==> src/rtl/regfile_wb_arbiter_pkg.sv <==
// Shared widths, writeback request record and arbiter state encoding for the
// register-file writeback arbiter.
package regfile_pkg;

    localparam int DATA_W = 32;
    localparam int ADDR_W = 5;

    typedef struct packed {
        logic [ADDR_W-1:0] addr;
        logic [DATA_W-1:0] data;
    } wb_req_t;

    typedef enum logic {
        PIPE  = 1'b0,
        FORCE = 1'b1
    } arb_state_t;

endpackage

==> src/rtl/regfile_wb_arbiter_fifo.sv <==
// Small synchronous FIFO buffering mul/div writeback requests.
// Pointers carry one extra wrap bit so full and empty are distinguishable.
module wb_fifo #(
    parameter int DEPTH = 2,
    parameter int WIDTH = 8
) (
    input  logic             clk,
    input  logic             reset,
    input  logic             i_push,
    input  logic             i_pop,
    input  logic [WIDTH-1:0] i_wdata,
    output logic [WIDTH-1:0] o_rdata,
    output logic             o_full,
    output logic             o_empty
);

    localparam int PTR_W = (DEPTH > 1) ? $clog2(DEPTH) : 1;
    localparam logic [PTR_W:0] PTR_ONE = 1;

    logic [WIDTH-1:0] r_mem [DEPTH];
    logic [PTR_W:0]   r_wr_ptr;
    logic [PTR_W:0]   r_rd_ptr;
    logic             w_do_push;
    logic             w_do_pop;

    assign o_empty   = (r_wr_ptr == r_rd_ptr);
    assign o_full    = (r_wr_ptr[PTR_W] != r_rd_ptr[PTR_W]) &&
                       (r_wr_ptr[PTR_W-1:0] == r_rd_ptr[PTR_W-1:0]);
    assign o_rdata   = r_mem[r_rd_ptr[PTR_W-1:0]];
    assign w_do_push = i_push && !o_full;
    assign w_do_pop  = i_pop && !o_empty;

    // NOTE: the storage array is deliberately not reset; the pointers alone decide
    // which entries are valid, so clearing the data would only cost reset fanout.
    always_ff @(posedge clk) begin
        if (w_do_push) begin
            r_mem[r_wr_ptr[PTR_W-1:0]] <= i_wdata;
        end
    end

    always_ff @(posedge clk or posedge reset) begin
        if (reset) begin
            r_wr_ptr <= '0;
            r_rd_ptr <= '0;
        end else begin
            if (w_do_push) r_wr_ptr <= r_wr_ptr + PTR_ONE;
            if (w_do_pop)  r_rd_ptr <= r_rd_ptr + PTR_ONE;
        end
    end

endmodule

==> src/rtl/regfile_wb_arbiter.sv <==
// Arbitrates the register file's single write port between the pipeline WB stage
// (priority) and buffered mul/div results, and tracks in-flight mul/div destinations.
module regfile_wb_arbiter
    import regfile_pkg::*;
#(
    parameter int FIFO_DEPTH   = 2,
    parameter int STARVE_LIMIT = 4
) (
    input  logic              clk,
    input  logic              reset,
    input  logic              wb0_valid,
    input  logic [ADDR_W-1:0] wb0_addr,
    input  logic [DATA_W-1:0] wb0_data,
    output logic              wb0_ready,
    input  logic              wb1_valid,
    input  logic [ADDR_W-1:0] wb1_addr,
    input  logic [DATA_W-1:0] wb1_data,
    output logic              wb1_ready,
    input  logic              sb_set,
    input  logic [ADDR_W-1:0] sb_set_addr,
    input  logic [ADDR_W-1:0] chk_addr_a,
    input  logic [ADDR_W-1:0] chk_addr_b,
    output logic              raw_stall,
    output logic              rf_we,
    output logic [ADDR_W-1:0] rf_addr,
    output logic [DATA_W-1:0] rf_data
);

    localparam int NREG  = 2 ** ADDR_W;
    localparam int CNT_W = $clog2(STARVE_LIMIT + 1);
    localparam logic [CNT_W-1:0] CNT_ONE  = 1;
    localparam logic [CNT_W-1:0] CNT_LAST = CNT_W'(STARVE_LIMIT - 1);

    wb_req_t           w_push_req;
    wb_req_t           w_head;
    wb_req_t           w_win;
    logic              w_fifo_full;
    logic              w_fifo_empty;
    logic              w_push;
    logic              w_pop;
    logic              w_grant0;
    logic              w_commit;
    arb_state_t        r_state;
    arb_state_t        w_state_next;
    logic [CNT_W-1:0]  r_starve_cnt;
    logic [CNT_W-1:0]  w_starve_next;
    logic              r_rf_we;
    logic              r_rf_src1;
    logic [ADDR_W-1:0] r_rf_addr;
    logic [DATA_W-1:0] r_rf_data;
    logic [NREG-1:0]   r_pend;

    assign w_push_req = {wb1_addr, wb1_data};
    assign w_push     = wb1_valid && !w_fifo_full;

    wb_fifo #(
        .DEPTH (FIFO_DEPTH),
        .WIDTH ($bits(wb_req_t))
    ) u_fifo (
        .clk     (clk),
        .reset   (reset),
        .i_push  (w_push),
        .i_pop   (w_pop),
        .i_wdata (w_push_req),
        .o_rdata (w_head),
        .o_full  (w_fifo_full),
        .o_empty (w_fifo_empty)
    );

    // NOTE: every signal driven here gets a default before any branch, so no path
    // leaves one unassigned and no latch is inferred.
    always_comb begin
        w_grant0      = 1'b0;
        w_pop         = 1'b0;
        w_state_next  = r_state;
        w_starve_next = r_starve_cnt;
        w_win         = w_head;

        case (r_state)
            PIPE: begin
                if (wb0_valid)          w_grant0 = 1'b1;
                else if (!w_fifo_empty) w_pop    = 1'b1;
            end
            FORCE:   w_pop = !w_fifo_empty;
            default: w_pop = 1'b0;
        endcase

        // A waiting head that loses its STARVE_LIMIT-th cycle forces the next grant.
        if (w_pop) begin
            w_starve_next = '0;
            w_state_next  = PIPE;
        end else if (!w_fifo_empty) begin
            w_starve_next = r_starve_cnt + CNT_ONE;
            if (r_starve_cnt == CNT_LAST) w_state_next = FORCE;
        end

        if (w_grant0) begin
            w_win.addr = wb0_addr;
            w_win.data = wb0_data;
        end
    end

    assign w_commit = (w_grant0 || w_pop) && (w_win.addr != '0);

    always_ff @(posedge clk or posedge reset) begin
        if (reset) begin
            r_state      <= PIPE;
            r_starve_cnt <= '0;
            r_rf_we      <= 1'b0;
            r_rf_src1    <= 1'b0;
            r_rf_addr    <= '0;
            r_rf_data    <= '0;
        end else begin
            r_state      <= w_state_next;
            r_starve_cnt <= w_starve_next;
            r_rf_we      <= w_commit;
            r_rf_src1    <= w_pop;
            if (w_commit) begin
                r_rf_addr <= w_win.addr;
                r_rf_data <= w_win.data;
            end
        end
    end

    // Pending bits clear only once the mul/div write is actually presented to the
    // register file, since decode has no bypass from the write port.
    // NOTE: both updates are non-blocking to the same vector, so the later set
    // overrides an earlier clear of the same register in one cycle.
    always_ff @(posedge clk or posedge reset) begin
        if (reset) begin
            r_pend <= '0;
        end else begin
            if (r_rf_we && r_rf_src1)         r_pend[r_rf_addr]   <= 1'b0;
            if (sb_set && sb_set_addr != '0) r_pend[sb_set_addr] <= 1'b1;
        end
    end

    assign raw_stall = ((chk_addr_a != '0) && r_pend[chk_addr_a]) ||
                       ((chk_addr_b != '0) && r_pend[chk_addr_b]);
    assign wb0_ready = w_grant0;
    assign wb1_ready = !w_fifo_full;
    assign rf_we     = r_rf_we;
    assign rf_addr   = r_rf_addr;
    assign rf_data   = r_rf_data;

endmodule

==> config.mk <==
export PLATFORM = sky130hd
export DESIGN_NAME = regfile_wb_arbiter
export DESIGN_NICKNAME = d
export VERILOG_FILES = /design/src/rtl/regfile_wb_arbiter_pkg.sv /design/src/rtl/regfile_wb_arbiter_fifo.sv /design/src/rtl/regfile_wb_arbiter.sv
export SDC_FILE = /design/constraint.sdc
export NUM_CORES = 1
export LEC_CHECK = 0
export ABC_AREA = 1
export CAP_MARGIN = 20
export CELL_PAD_IN_SITES_DETAIL_PLACEMENT = 0
export CELL_PAD_IN_SITES_GLOBAL_PLACEMENT = 2
export CORE_UTILIZATION = 32
export CTS_BUF_LIST = sky130_fd_sc_hd__clkbuf_2 sky130_fd_sc_hd__clkbuf_4 sky130_fd_sc_hd__clkbuf_8
export CTS_CLUSTER_SIZE = 24
export DETAILED_ROUTE_END_ITERATION = 6
export HOLD_SLACK_MARGIN = 0.02
export PLACE_DENSITY = 0.82
export SYNTH_ARGS = -nofsm -noshare
export SYNTH_HDL_FRONTEND = slang
export SYNTH_SLANG_ARGS = --single-unit
==> constraint.sdc <==
create_clock -name clk -period 3.8 [get_ports clk]
set_input_delay 0.38 -clock clk [delete_from_list [all_inputs] [get_ports clk]]
set_output_delay 0.38 -clock clk [all_outputs]
set_load 0.05 [all_outputs]
==> summary.md <==
| Metric | Value |
|---|---|
| FF+latch count, synth | between 150 and 200 |
| Post-CTS Setup Bufs | 0 |
| Final Util | 0.429 |
| Final Setup Violations | 0 |
| Power per cell area | around 810 nW/µm² |
| Reg2reg start | r_state |
| Post-synth EDFFs | 74 |
| F_max | approximately 320 MHz |
| Post-Synthesis Cell Area | 6800 µm² |
| Largest cells by area after synthesis | edfxtp_1, dfrtp_1, nand2_1 |
| Crit path kind | input pin to output port |
| DR vias | 5,426 |
| Worst-Margin Slew | roughly 0.74 ns |
| Sw frac | 0.440 |
| Setup TNS | 0 ns |
| Sequential Area | approximately 4200 µm² |
| Yosys top cell area share | 0.327 |
| Worst setup EP type | output port |
| Count leader, synth | nand2_1 |
| FF-to-FF setup slack | 1.51 ns |
| Initial Util | 0.331 |
| PostCTS Resize Cnt | 0 |
| Gr ovfl total | 0 |
| Max VDD drop | around 0.44 mV |
| Synth area leader | edfxtp_1 |
| Largest net degree at the start of global routing | 52 |
| Post-CTS Hold Buffers | 0 |
| CTS root buffer | clkbuf_8 |
| # fillers | 2,088 |
| Total detailed-routing wirelength | between 15,000 and 20,000 µm |
| TritonCTS Buffers | 17 |
| Placed cell areas | ~8400 µm² |
| Antenna cells | 0 |
| Synth warn | 0 |
| Reg clk slew, reported paths | 0.09 ns |
| Vias per std cell | ~4.7 |
| MaxCap Viol Count | 0 |
| Max H-tree Level | 4 |
| CP startpoint kind | input pin |
| Syn_nets | approximately 830 |
| Final instance area | about 9000 µm² |
| Post-DP HPWL | ~13,000 µm |
| Path depth of the worst reg2reg path | 7 |
| Distinct cells, synth | 26 |
| Comb pwr share | 0.446 |
| Total track usage | 0.170 |
| Synth-to-Final Area Change | 29.8% |
| Final Hold Vio Count | 0 |
| Ys async rst share | 0.516 |
| Max Transition Viols Final | 0 |
| Post-synthesis sequential area ratio | 0.618 |
| Worst R2R End | rf_data[10] |
| First-pass GRT wire length | 28,100 µm |
| Vias in the first global route | roughly 5.2k |
| Die area | approximately 22,000 µm² |
| CTS tree | done |
| Clock power share | 0.169 |
| Period utilisation layout | 0.814 |
| Status | finished clean |
| Power Total | a little over 7000 µW |
| Post-route minimum period | roughly 3.1 ns |
| Row count | 52 |
| CP required | about 3.4 ns |
| Layout cell share with drive strength beyond 1 | 0.0532 |
| Most frequently used flop master after synthesis | dfrtp_1 |
| Sink Count | ~150 |
| Internal Power | around 4000 µW |
| Hold WC Path Type | input pin to async pin |
| Area of the multi-input gates | around 2200 µm² |
| Core area | between 20,000 and 25,000 µm² |
| Pleak | approximately 0.0036 µW |
| Die H | between 100 and 150 µm |
| Detailed-router iteration count before antenna repair | 5 |
| WHS | approximately 0.17 ns |
| IO Pins | ~140 |
| Clock buffer depth | 2 |
| Sequential Power Share | 0.385 |
| Initial DRC count | 227 |
| Post-route DRC | 0 |
| CP Data Arrival Time | ~2.7 ns |
| Horiz. Die Dim | roughly 150 µm |
| Final ANT Viol Nets | 0 |
| RSZ-0062 raised after global routing | no |
| Clock latency at the later pin of the worst-skew pair | ~0.45 ns |
| Clock skew | between 0.015 and 0.02 ns |
| PortBufs | roughly 130 |
| Worst Path Max Fanout | 9 |
| Initial antenna violation count | 2 |
| Commonest cells post-synth | nand2_1, o21ai_0, nand3_1 |
| Worst slew margin | 0.504 |
| Routability cong. | 0.819 |
| # nets final | slightly below 1k |
| Drt wl/cell | around 16 µm |
| Syn Area/Cell | 9.21 µm² |
| Post-Syn Instances | 738 |
| NetSw | about 3200 µW |
==> worst max-delay path, cell delays in order <==
cell	delay (ns)
clkdlybuf4s50_1	0.69
clkinv_1	0.34
nand3_1	0.18
nand2_1	0.07
nand2_1	0.05
nand2_1	0.04
inv_1	0.05
nand2_1	0.05
nand2_1	0.05
nand2_1	0.04
inv_1	0.04
nand2_1	0.04
clkdlybuf4s50_1	0.69
==> worst max-delay path by stage <==
stage	startpoint	to	slack (ns)	cells after the start
2_1_floorplan	u_fifo.r_wr_ptr[1]	u_fifo.r_mem[1][0]	0.58	5
3_3_place_gp	chk_addr_a[1]	raw_stall	0.72	13
3_5_place_dp	chk_addr_b[1]	raw_stall	0.69	13
4_1_cts	chk_addr_b[1]	raw_stall	0.67	13
5_1_grt	chk_addr_b[1]	raw_stall	0.43	13
6_report	chk_addr_b[1]	raw_stall	0.71	13
==> through the flow <==
step | setup slack, ns | instances
6_report | 0.705 | 1153
5_1_grt | 0.428 | 1153
2_1_floorplan | 0.579 | 738
3_3_place_gp | 0.720 | 1120
3_5_place_dp | 0.688 | 1120
4_1_cts | 0.672 | 1152
==> state kept, by name (all words and copies together) (netlist names) <==
signal           cells
rf_addr              5
r_state              1
rf_we                1
u_fifo.r_mem        74
rf_data             32
u_fifo.r_wr_ptr      2
r_starve_cnt         3
r_pend              32
r_rf_src1            1
u_fifo.r_rd_ptr      2
==> cell usage in the layout (no fill, tap or decap) <==
| master | n |
|---|---|
| o31ai_1 | 1 |
| nor2_1 | 13 |
| xnor2_1 | 2 |
| nor3_1 | 2 |
| buf_12 | 1 |
| inv_6 | 2 |
| nor2_4 | 2 |
| bufinv_16 | 2 |
| nand3b_1 | 1 |
| nand2_1 | 219 |
| clkdlybuf4s50_1 | 134 |
| a31oi_1 | 2 |
| nand3_1 | 99 |
| buf_4 | 10 |
| o21ai_0 | 133 |
| dfrtp_1 | 79 |
| o21ai_4 | 1 |
| ha_1 | 2 |
| clkinv_2 | 3 |
| a21oi_1 | 3 |
| clkinv_1 | 3 |
| nand2_2 | 1 |
| clkinv_4 | 4 |
| clkinvlp_4 | 3 |
| o21ai_1 | 5 |
| inv_2 | 1 |
| inv_1 | 61 |
| edfxtp_1 | 74 |
| clkbuf_8 | 17 |
| o211ai_1 | 1 |
| xor2_1 | 2 |
==> per-layer routing <==
layer  vias to the layer above  GRT usage  wire length (µm)
li1                       2738          -                 -
met1                      2527      0.219              8200
met2                       136      0.270              8330
met3                        21     0.0519              1210
met4                         4     0.0588               208
met5                         -          0                24
==> area by class of cell <==
type / count / area share
clock buffers: 17 / 0.0265
clock inverters: 15 / 0.0173
inverters: 64 / 0.0274
multi-input cells: 489 / 0.252
flip-flops and latches: 153 / 0.476
well taps: 270 / 0.0383
repair buffers: 145 / 0.163
==> kinds of logic after synthesis <==
| group | synth area share |
|---|---|
| buf+inv | 0.0589 |
| simple gates | 0.206 |
| fa+ha+maj | 0.00368 |
| compound gates | 0.109 |
| flops | 0.618 |
| xor+xnor | 0.00515 |
==> power by group through the flow <==
| stage | registers [µW] | clock network [µW] | logic [µW] |
|---|---|---|---|
| finish | 2760 | 1210 | 3200 |
| global route | 2840 | 1310 | 3520 |
| CTS | 2770 | 1250 | 3240 |
| detailed placement | 2790 | 0 | 3240 |
| global placement | 2790 | 0 | 3220 |
| floorplan | 3460 | 0 | 1490 |
No activity file was read; power rests on OpenSTA's default activity.
